File: config.mk
export PLATFORM = sky130hd
export DESIGN_NAME = es_entrada_operandos
export DESIGN_NICKNAME = d
export VERILOG_FILES = /design/src/rtl/es_entrada_operandos.sv
export SDC_FILE = /design/constraint.sdc
export NUM_CORES = 1
export LEC_CHECK = 0
export CORE_MARGIN = 1
export CORE_UTILIZATION = 60
export DETAILED_ROUTE_END_ITERATION = 8
export PLACE_DENSITY = 0.87
export SYNTH_ARGS = -nofsm -noshare
export SYNTH_HDL_FRONTEND = slang
export SYNTH_SLANG_ARGS = --single-unit
export TNS_END_PERCENT = 50
File: constraint.sdc
create_clock -name clk -period 4.5 [get_ports clk]
set_input_delay 0.9 -clock clk [delete_from_list [all_inputs] [get_ports clk]]
set_output_delay 0.9 -clock clk [all_outputs]
set_load 0.02 [all_outputs]
File: src/rtl/es_entrada_operandos.sv
// es_entrada_operandos: keypad entry of two decimal operands and a +/- operation
module es_entrada_operandos #(
  parameter int MAX_DIGITOS = 4
) (
  input  logic        clk,
  input  logic        reset,
  input  logic        tecla_valida,
  input  logic [3:0]  tecla,
  output logic [15:0] numero_1,
  output logic [15:0] numero_2,
  output logic [1:0]  suma_resta,
  output logic        operando_en,
  output logic        igual_en,
  output logic [15:0] entrada_actual
);
  typedef enum logic [1:0] {S_NUM1, S_NUM2, S_RESULTADO} estado_t;
  localparam logic [2:0] MAXD = 3'(MAX_DIGITOS);
  estado_t estado, estado_n;
  logic [15:0] n1_n, n2_n;
  logic [2:0] c1, c2, c1_n, c2_n;
  logic [1:0] sr_n;
  logic op_n;
  logic es_dig, es_op, es_ig, es_bo;
  assign es_dig = tecla_valida && tecla <= 4'd9;
  assign es_op  = tecla_valida && (tecla == 4'hA || tecla == 4'hB);
  assign es_ig  = tecla_valida && tecla == 4'hC;
  assign es_bo  = tecla_valida && tecla == 4'hD;
  // next state, operands and operation from the key just received
  always_comb begin
    estado_n = estado;
    n1_n = numero_1;
    n2_n = numero_2;
    c1_n = c1;
    c2_n = c2;
    sr_n = suma_resta;
    op_n = 1'b0;
    if (es_bo) begin
      estado_n = S_NUM1;
      n1_n = '0;
      n2_n = '0;
      c1_n = '0;
      c2_n = '0;
      sr_n = 2'd0;
    end else begin
      case (estado)
        S_NUM1: begin
          if (es_dig && c1 != MAXD) begin
            n1_n = numero_1 * 16'd10 + {12'd0, tecla};
            c1_n = c1 + 3'd1;
          end
          if (es_op) begin
            sr_n = tecla == 4'hA ? 2'd1 : 2'd2;
            op_n = 1'b1;
            n2_n = '0;
            c2_n = '0;
            estado_n = S_NUM2;
          end
        end
        S_NUM2: begin
          if (es_dig && c2 != MAXD) begin
            n2_n = numero_2 * 16'd10 + {12'd0, tecla};
            c2_n = c2 + 3'd1;
          end
          if (es_op) begin
            sr_n = tecla == 4'hA ? 2'd1 : 2'd2;
            op_n = 1'b1;
          end
          if (es_ig && c2 != 3'd0) estado_n = S_RESULTADO;
        end
        default: begin
          if (es_dig) begin
            n1_n = {12'd0, tecla};
            c1_n = 3'd1;
            n2_n = '0;
            c2_n = '0;
            sr_n = 2'd0;
            estado_n = S_NUM1;
          end
        end
      endcase
    end
  end
  // state and registered outputs
  always_ff @(posedge clk or posedge reset) begin
    if (reset) begin
      estado <= S_NUM1;
      numero_1 <= '0;
      numero_2 <= '0;
      c1 <= '0;
      c2 <= '0;
      suma_resta <= 2'd0;
      operando_en <= 1'b0;
      igual_en <= 1'b0;
    end else begin
      estado <= estado_n;
      numero_1 <= n1_n;
      numero_2 <= n2_n;
      c1 <= c1_n;
      c2 <= c2_n;
      suma_resta <= sr_n;
      operando_en <= op_n;
      igual_en <= estado_n == S_RESULTADO;
    end
  end
  // operand under edit for the display
  always_comb entrada_actual = estado == S_NUM1 ? numero_1 : estado == S_NUM2 ? numero_2 : 16'd0;
endmodule
==> results.json <==
{
  "post-cts-setup-buffers": 0,
  "boundaryPins": 59,
  "endpoint_kind": "flip-flop",
  "dpl.hpwl_um": 7510,
  "finalHoldViolCount": 0,
  "min_period_ps": 3570,
  "path_cells": "ha_1 > ha_1 > fa_1 > a21oi_1 > o2111ai_1 > xor2_1 > nand2_1 > nor4b_1 > nand3_1 > xnor2_1 > a22o_1",
  "ys_seq_area_frac": 0.273,
  "yosysTopAreaCell": "dfrtp_1",
  "synth_edf_count": 0,
  "grt_max_degree": 45,
  "grt_usage": 0.302,
  "coreArea_um2": 6420,
  "synthDominantCellAreaShare": 0.273,
  "slowest_stage": "nor4b_1",
  "cts-root-buf": "clkbuf_8",
  "dp.cells": 575,
  "grt_pass1_vias": 3626,
  "fin_crit_sh": 0.793,
  "netlist-cell-type-count": 57,
  "design_area_um2": 4790,
  "routedWlPerCell_um": 17.4,
  "numPortBuffers": 58,
  "cts_max_level": 2,
  "area_growth_pct": 18.6,
  "crit_type": "reg2reg",
  "pre_cts_ws_ps": 865,
  "cts.sinks": 44,
  "cts_buffers": 5,
  "drive_above_1_share": 0.0514,
  "fin_skew_ps": 8.63,
  "rsz0062_at_grt": "no",
  "cp_max_fo": 6,
  "status": "finished, violations left",
  "hold_path_depth": 1,
  "max_stage_delay_ps": 520,
  "finalNetCount": 572,
  "reg2reg_depth": 11,
  "route.vias.total": 3687,
  "required_ps": 4690,
  "drc": 10,
  "peakVddDrop_mv": 0.539,
  "yosys-top-cells-count": "ha_1 (56), nor2_1 (56), dfrtp_1 (44), nand2_1 (36), a21oi_1 (25)",
  "setup_ws_ps": 931,
  "die_area_um2": 7060,
  "synthTopCellsByArea": "dfrtp_1 (27%), ha_1 (17%), nor2_1 (5.2%)",
  "holdPathEnd": "c2[2]$_DFFE_PP0P_",
  "synth_nets": 519,
  "drv_slew": 0,
  "p_leak_uw": 0.00230,
  "via_per_inst": 6.32,
  "hold_buffers": 0,
  "cts_max_path_buffers": 2,
  "ant_nets": 0,
  "insertion_delay_ps": 300,
  "p_total_uw": 3700,
  "die_height_um": 84.0,
  "hp-class": "reg2reg",
  "syn_inst": 452,
  "ys_async_sr_fraction": 1.00,
  "min_from": "c2[2]$_DFFE_PP0P_",
  "cts.clk_slew.worst_paths_ps": 90,
  "cts_tree": "done",
  "setup_viol": 0,
  "avgSynthCellArea_um2": 8.94,
  "crit_buf_inv": 0,
  "fin_tns_setup_ps": 0,
  "die_w_um": 84.0,
  "power.density_nw_per_um2": 771,
  "rrSetupSlack_ps": 930,
  "startpoint_type": "flip-flop",
  "synthesis.area_um2": 4040,
  "initial_core_util": 0.629,
  "core.rowCount": 29,
  "violations": "DRC",
  "final_cells": 583,
  "yosys_most_used_dff": "dfrtp_1",
  "clock.fmax_ghz": 0.280,
  "worst_pin_slew_ps": 1040,
  "slew_headroom": 0.309,
  "ys_seq_elements": 44,
  "cts_resized": 0,
  "critPathArrivalTime_ps": 3760,
  "drtIter0Drc": 207,
  "routabilityCongestion": 0.878,
  "cp_top_family": "adder cells",
  "n_antenna_cell": 0,
  "grt_pass1_wl_um": 17200,
  "antenna_found_initial": 0,
  "wirelength_um": 10100,
  "timing.critical_path.mode_cell": "ha_1",
  "drt-pass1-iter-count": 7,
  "rr_endpoint": "numero_2[15]$_DFFE_PP0P_",
  "yosys_warnings": 0,
  "gr-total-overflow": 0,
  "max_cap_violations": 0,
  "placed_cell_area_um2": 4680,
  "r2r_start": "numero_2[1]$_DFFE_PP0P_"
}
[kinds of logic (layout without fill, tap and decap cells)]
group,after synthesis,after routing,synth area share
multiplexers,22,22,0.0551
adder cells (fa/ha/maj),60,60,0.193
XOR/XNOR,40,40,0.0867
AO/OA/AOI/OAI,104,104,0.176
AND/OR/NAND/NOR,151,151,0.187
buffers and inverters,31,85,0.0288
flip-flops,44,44,0.273
[placed cells by master (no fill, tap or decap), drive strengths merged, types with 4 or more instances in the layout]
master,n
inv,16
clkbuf,6
o21ai,24
fa,4
or3,5
xnor2,20
nand3,14
a21o,5
ha,56
xor2,20
nor2b,8
a21oi,25
mux2i,20
nand2,36
a22o,20
clkdlybuf4s50,58
nor3,9
nor4,4
dfrtp,44
nor2,56
[worst reg2reg max path, stage by stage (launching register included)]
cell and delay [ps]:
dfrtp_1 480, ha_1 330, ha_1 230, fa_1 410, a21oi_1 260, o2111ai_1 240
xor2_1 320, nand2_1 140, nor4b_1 520, nand3_1 170, xnor2_1 160, a22o_1 190
[final cells by class]
| class | count | area, µm² |
|---|---|---|
| fill | 456 | 1630 |
| clock inverter | 2 | 35.0 |
| multi-input combinational | 377 | 2830 |
| inverter | 17 | 63.8 |
| tap | 77 | 96.3 |
| timing repair buffer | 60 | 596 |
| sequential | 44 | 1100 |
| clock buffer | 6 | 72.6 |
[where the power goes]
part / total [µW] / internal [µW] / switching [µW]
registers: 785 / 536 / 250
logic: 2600 / 1180 / 1420
clock network: 308 / 165 / 143
total: 3700 / 1880 / 1810
[per-stage QoR]
| stage | hold slack [ps] | utilization |
|---|---|---|
| after global placement | 490 | 0.729 |
| after detailed placement | 507 | 0.729 |
| after global routing | 548 | 0.746 |
| final | 516 | 0.746 |
| after floorplan | 473 | - |
| after CTS | 519 | 0.746 |
[worst max-delay path by stage]
stage	start	end	slack, ps	depth (start not counted)
finish	numero_2[1]$_DFFE_PP0P_	numero_2[15]$_DFFE_PP0P_	930	11
global route	numero_2[1]$_DFFE_PP0P_	numero_2[15]$_DFFE_PP0P_	720	11
CTS	numero_2[1]$_DFFE_PP0P_	numero_2[15]$_DFFE_PP0P_	980	11
detailed placement	tecla[1]	numero_2[15]$_DFFE_PP0P_	860	11
global placement	tecla[1]	numero_2[15]$_DFFE_PP0P_	1000	11
floorplan	numero_1[1]$_DFFE_PP0P_	numero_1[14]$_DFFE_PP0P_	1370	11
[layer usage]
| metal | wire [µm] | vias to the layer above | GRT usage |
|---|---|---|---|
| met2 | 4840 | 119 | 0.503 |
| met4 | 157 | 0 | 0.0690 |
| met3 | 537 | 21 | 0.0524 |
| met5 | 0 | - | 0 |
| li1 | - | 1750 | - |
| met1 | 4580 | 1797 | 0.409 |
[flip-flops by register name (all words and copies together), names as in the netlist]
signal	flops
operando_en	1
c1	3
suma_resta	2
numero_2	16
igual_en	1
c2	3
numero_1	16
estado	2
Note: power is estimated with default switching activity, not from simulation.
